[src/rtl/alarm.sv]
// alarm: serial code-entry alarm trigger.
// Bits arrive on 'in' and are committed on each rising edge of push button
// 's'. When the most recent CODE_LEN committed bits equal CODE, 'Y' is
// driven high for ALARM_CYCLES clock cycles. Both raw inputs are
// asynchronous to clk and are synchronised here. 'rst' is active-low and
// asynchronous.
module alarm #(
   parameter int unsigned         CODE_LEN     = 3,
   parameter logic [CODE_LEN-1:0] CODE         = 3'b001,
   parameter int unsigned         ALARM_CYCLES = 20
) (
   input  logic clk,
   input  logic rst,
   input  logic in,
   input  logic s,
   output logic Y
);

   // Fill counter holds 0..CODE_LEN. The alarm counter holds 0..ALARM_CYCLES.
   localparam int unsigned CNT_W = $clog2(CODE_LEN + 1);
   localparam int unsigned ALM_W = $clog2(ALARM_CYCLES + 1);

   localparam logic [CNT_W-1:0] CNT_FULL = CNT_W'(CODE_LEN);
   localparam logic [CNT_W-1:0] CNT_MIN  = CNT_W'(CODE_LEN - 1);
   localparam logic [CNT_W-1:0] CNT_ONE  = CNT_W'(1);
   localparam logic [ALM_W-1:0] ALM_LOAD = ALM_W'(ALARM_CYCLES);
   localparam logic [ALM_W-1:0] ALM_ONE  = ALM_W'(1);

   // Synchroniser chain and edge-detect history.
   logic s_meta;
   logic s_sync;
   logic s_prev;
   logic in_meta;
   logic in_sync;

   // Code-entry state.
   logic [CODE_LEN-1:0] hist;
   logic [CODE_LEN-1:0] hist_next;
   logic [CNT_W-1:0]    cnt;

   // Alarm timing state.
   logic [ALM_W-1:0] alm_cnt;

   logic commit;
   logic match;

   // Two-flop synchronisers for both asynchronous inputs, plus s_prev for edge detection.
   // NOTE: sequential state uses non-blocking (<=) so every flop samples the
   // pre-edge value of its neighbour; blocking here would collapse the chain.
   always_ff @(posedge clk or negedge rst) begin
      if (!rst) begin
         s_meta  <= 1'b0;
         s_sync  <= 1'b0;
         s_prev  <= 1'b0;
         in_meta <= 1'b0;
         in_sync <= 1'b0;
      end else begin
         s_meta  <= s;
         s_sync  <= s_meta;
         s_prev  <= s_sync;
         in_meta <= in;
         in_sync <= in_meta;
      end
   end

   // One-cycle strobe per press. A held button or a release produces nothing.
   assign commit = s_sync & ~s_prev;

   // Candidate history with the newly committed bit shifted in as the LSB.
   assign hist_next = {hist[CODE_LEN-2:0], in_sync};

   // A match needs CODE_LEN genuinely entered bits. cnt is checked before this
   // commit, so leftover zeros from reset or a clear can never complete a code.
   assign match = commit && (hist_next == CODE) && (cnt >= CNT_MIN);

   // History shift register and saturating fill counter. Both are cleared on
   // a match so that consecutive codes never share bits.
   always_ff @(posedge clk or negedge rst) begin
      if (!rst) begin
         hist <= '0;
         cnt  <= '0;
      end else if (match) begin
         hist <= '0;
         cnt  <= '0;
      end else if (commit) begin
         hist <= hist_next;
         if (cnt != CNT_FULL) begin
            cnt <= cnt + CNT_ONE;
         end
      end
   end

   // Alarm down-counter with a registered output. Y tracks "counter nonzero
   // after this edge", so a match while already alarming just reloads the
   // count and Y never dips low.
   always_ff @(posedge clk or negedge rst) begin
      if (!rst) begin
         alm_cnt <= '0;
         Y       <= 1'b0;
      end else if (match) begin
         alm_cnt <= ALM_LOAD;
         Y       <= 1'b1;
      end else if (alm_cnt != '0) begin
         alm_cnt <= alm_cnt - ALM_ONE;
         Y       <= (alm_cnt != ALM_ONE);
      end
   end

endmodule

[config.mk]
export PLATFORM = sky130hd
export DESIGN_NAME = alarm
export DESIGN_NICKNAME = d
export VERILOG_FILES = /design/src/rtl/alarm.sv
export SDC_FILE = /design/constraint.sdc
export NUM_CORES = 1
export LEC_CHECK = 0
export ABC_AREA = 1
export CORE_MARGIN = 1
export CORE_UTILIZATION = 39
export CTS_BUF_LIST = sky130_fd_sc_hd__clkbuf_4 sky130_fd_sc_hd__clkbuf_8 sky130_fd_sc_hd__clkbuf_16
export DETAILED_ROUTE_END_ITERATION = 16
export PLACE_DENSITY_LB_ADDON = 0.05
export SYNTH_ARGS = -nofsm -noshare
export SYNTH_HDL_FRONTEND = slang
export SYNTH_SLANG_ARGS = --single-unit
[constraint.sdc]
create_clock -name clk -period 1.34 [get_ports clk]
set_input_delay 0.268 -clock clk [delete_from_list [all_inputs] [get_ports clk]]
set_output_delay 0.268 -clock clk [all_outputs]
set_load 0.05 [all_outputs]
Word level (Yosys, flattened, before mapping)

Index checks and enable logic that the tools add are counted.

Bits of input ports: 4
Register bits: 15

Reductions and logical operators: 7
Bitwise gates (word level): 2
$add $sub $neg: 2
$lt $le $gt $ge: 1
Eq/ne operators: 3
Muxes and demuxes: 9

Operators with widths:

| operator              | count |
|---|---|
| $mux W2               | 5 |
| $mux W5               | 2 |
| $reduce_bool A2 Y1    | 3 |
| $ne A5 B1 Y1 const B  | 1 |
| $reduce_bool A5 Y1    | 1 |
| $sub A5 B1 Y5 const B | 1 |
| $eq A3 B1 Y1 const B  | 1 |
| $add A2 B1 Y2 const B | 1 |
| $ge A2 B2 Y1 const B  | 1 |
| $logic_and A1 B1 Y1   | 2 |
| $mux W1               | 2 |
| $ne A2 B2 Y1 const B  | 1 |
| $reduce_and A2 Y1     | 1 |
| $and A1 B1 Y1         | 1 |
| $not A1 Y1            | 1 |

Logic depth before layout (Yosys ltp)

Depth in word-level cells: 6
Mapped depth: 8
Gate-level depth less buffers: 8

Worst setup path after synthesis

No wires, ideal clock.

Path type: register -> register
From: register cnt[0]
To: register Y
Cell stages (with the launch flop): 8
Clock period less this slack: 1129 ps
Path buffers: 0
Arrival: 1008 ps
Slack: 211 ps
Cell sequence: dfrtp_1 inv_1 ha_1 nor2_1 nor2_2 nand2_4 nand3_1 nand2_1

Cells in the longest elaborated chain, start to end: 3
Elaborated cells between the ends (all ways): 4
Classes of those cells: order compare (1); mux (1); reduce/logical (2)

RTL lines:

| item                                          | line | RTL |
|---|---|---|
| start: declaration                            | 39   | `logic [CNT_W-1:0] cnt;` |
| start signal: assignment                      | 88   | `cnt <= cnt + CNT_ONE;` |
| $ge A2 B2 Y1 (*)                              | 74   | `assign match = commit && (hist_next == CODE) && (cnt >= CNT_MIN);` |
| $logic_and A1 B1 Y1 (*)                       | 74   |  |
| $mux W1 or $reduce_bool A2 Y1 (tied branches) | -    |  |
| end signal: assignment                        | 105  | `Y <= (alm_cnt != ALM_ONE);` |
| end: declaration                              | 16   | `output logic Y` |

Every way passes the cells marked *; elsewhere a longest branch is shown, timed or not.
A chain may end at the register's enable or synchronous reset.

Worst setup path in the final report

From: register cnt[0]
To: register alm_cnt[0]

Cells in the longest elaborated chain, start to end: 3
Elaborated cells between the ends (all ways): 4
Classes of those cells: order compare (1); mux (1); reduce/logical (2)

RTL lines:

| item                                          | line | RTL |
|---|---|---|
| $ge A2 B2 Y1 (*)                              | 74   |  |
| $logic_and A1 B1 Y1 (*)                       | 74   |  |
| $mux W5 or $reduce_bool A2 Y1 (tied branches) | -    |  |
| end signal: assignment                        | 104  | `alm_cnt <= alm_cnt - ALM_ONE;` |
| end: declaration                              | 42   | `logic [ALM_W-1:0] alm_cnt;` |

Marked as above.

==> reports/metrics.yaml <==
status: "finished, final reports clean"
synth_cell_types: 18
preCtsSetupSlack_ns: 0.0601
num_io_pins: 5
clock_path_buffers: 2
area_delta_synth_final_pct: 18.9
ant_nets: 0
grt_pass1_vias: 497
drt_iter0_drc: 2
crit_fanout: 10
arrival_ns: 1.40
worst_pin_slew_ns: 0.198
ys_warn_count: 0
antenna_found_initial: 0
syn_nets: 86
core_area_sq_mm: 0.00159
cp_slowest_cell: "dfrtp_1"
min_path_type: "input port to async pin"
wl_mm: 1.15
ys_seq_elements: 15
row_count: 14
power_density_mw_per_mm2: 1980
clk_pin_slew_ns: 0.09
finalSetupViolations: 0
hold_viol: 0
synth_compound_area_share_pct: 4.46
first_pass_iters: 2
port_buffers: 4
worstSetupPathType: "flip-flop to flip-flop"
synthMuxAreaShare_pct: 0
yosysSeqAreaShare_pct: 53.6
finalCritPeriodShare_pct: 91.6
slew_violations: 0
synth_xor_area_share_pct: 1.25
initial_core_util_pct: 44.0
fin_nets: 98
p_leak_nw: 0.439
die_h_um: 44.4
cp.required_ns: 1.51
fin_setup_tns_ns: 0
clk_latency_ns: 0.29
grt_pass1_wl_mm: 2.01
period_needed_ns: 1.23
fmax_mhz: 815
antennaDiodeCount: 0
worstSetupStartpointType: "flip-flop"
clkSinkCount: 15
die_x_um: 44.4
slew_headroom_pct: 86.8
drc: 0
vdd.ir_drop.worst_v: 0.00104
viasPerCell: 4.54
setup_ws_ns: 0.113
maxCapViolCount: 0
grt_max_degree: 16
critical_path.cell_chain: "inv_1 -> ha_1 -> nor2_1 -> nor2_2 -> nand2_4 -> nand3_1 -> nand2_1"
seqCellArea_sq_um: 375
drive_gt1_share_pct: 19.1
routedWlPerCell_um: 10.2
fin_worst_skew_ns: 0.0119
synth_top_family_by_area: "simple AND/OR/NAND/NOR gates"
rsz0062_at_grt: "no"
root_buffer: "clkbuf_4"
overflow: 0
cts_tree: "built"
place_hpwl_um: 839
netlist_area_sq_um: 701
syn_inst: 78
nFillCells: 160
htree_levels: 1
multiInputGateArea_sq_um: 268
synthSimpleGateAreaFrac_pct: 25.4
via_count: 513
die_area_sq_mm: 0.00197
cts_made_buffers: 3
grt_usage_pct: 15.2
avgSynthCellArea_sq_um: 8.98
synthAdderAreaFrac_pct: 7.14
crit_path_max_incr_delay_ns: 0.39
gp_congestion: 0.798
end_kind: "flip-flop"
-- cell families (layout without fill, tap and decap cells) --
group | after synthesis | after routing
buf+inv | 15 | 26
flops | 15 | 15
xor+xnor | 1 | 1
fa+ha+maj | 4 | 4
simple gates | 37 | 37
compound gates | 6 | 6
-- routing by layer --
metal	share of wire (%)	GRT usage, %
met5	0	0
met4	2.3	9.09
met3	4.4	7.35
met2	45	23.2
met1	48	17.3
-- path summary, 6_finish.rpt --
| path | from | end | slack, ns | depth (start not counted) |
|---|---|---|---|---|
| worst max-delay path | cnt[0] | alm_cnt[0] | 0.11 | 7 |
| worst min-delay path | rst | hist[0] | 0.28 | 2 |
| worst max register to register | cnt[0] | alm_cnt[0] | 0.11 | 7 |
| worst min register to register | in_meta | in_sync | 0.35 | 0 |
| max in group asynchronous | rst | alm_cnt[3] | 0.88 | 2 |
| min in group clk | in_meta | in_sync | 0.35 | 0 |
-- sequential cells by signal (all words and copies together) (netlist names) --
signal   flops
Y            1
alm_cnt      5
cnt          2
hist         2
in_meta      1
in_sync      1
s_meta       1
s_prev       1
s_sync       1
-- where the power goes --
part           internal (mW)  leakage, nW  switching [mW]  total [mW]
logic                  0.304        0.242           0.376       0.680
registers              0.590        0.178           0.103       0.693
clock network          0.136       0.0184           0.139       0.275
total                   1.03        0.439           0.619        1.65
-- cell type report --
cell class / count / share of cell area (%)
Inverter: 15 / 6.91
Sequential cell: 15 / 45.0
Timing Repair Buffer: 7 / 8.71
Tap cell: 24 / 3.60
Multi-Input combinational cell: 48 / 32.1
Clock buffer: 4 / 3.60
-- synthesized netlist by cell type (all sizes together) --
library cell / instances / area share, %
dfrtp: 15 / 54
nand3: 10 / 7.9
nand3b: 1 / 1.1
ha: 4 / 7.1
nand2: 18 / 11
nor2: 8 / 5.4
xnor2: 1 / 1.3
clkinv: 1 / 0.71
a21oi: 3 / 2.1
inv: 14 / 7.5
o22ai: 1 / 0.89
o21ai: 2 / 1.4
-- what timing repair did --
action | CTS | global route
hold buffers | 0 | 0
setup endpoints to repair | 0 | 5
gates resized for setup | 0 | 0
buffers inserted | 0 | 2
-- through the flow --
step / cell area [sq um] / util [%] / hold WS (ns) / cells / total power, mW
3_3_place_gp: 788 / 49.5 / 0.335 / 107 / 1.34
3_5_place_dp: 788 / 49.5 / 0.336 / 107 / 1.35
4_1_cts: 818 / 51.3 / 0.279 / 111 / 1.63
6_report: 833 / 52.3 / 0.279 / 113 / 1.65
5_1_grt: 833 / 52.3 / 0.288 / 113 / 1.81
2_1_floorplan: 701 / - / -0.0276 / 78 / 1.18
-- critical path: cells and delay by family, from the launching register on --
family	cells	cell delay, ns
adder cells (fa/ha/maj)	1	0.16
flip-flops	1	0.39
buffers and inverters	1	0.08
AND/OR/NAND/NOR	5	0.48
-- placed cells by master, fill, tap and decap left out, drive strengths merged --
master / count
clkdlybuf4s50: 3
o21ai: 2
clkbuf: 4
clkinv: 1
o22ai: 1
dfrtp: 15
ha: 4
nor2: 8
inv: 14
nand3b: 1
buf: 4
nand3: 10
nand2: 18
xnor2: 1
a21oi: 3
(Power assumes the default switching activity.)
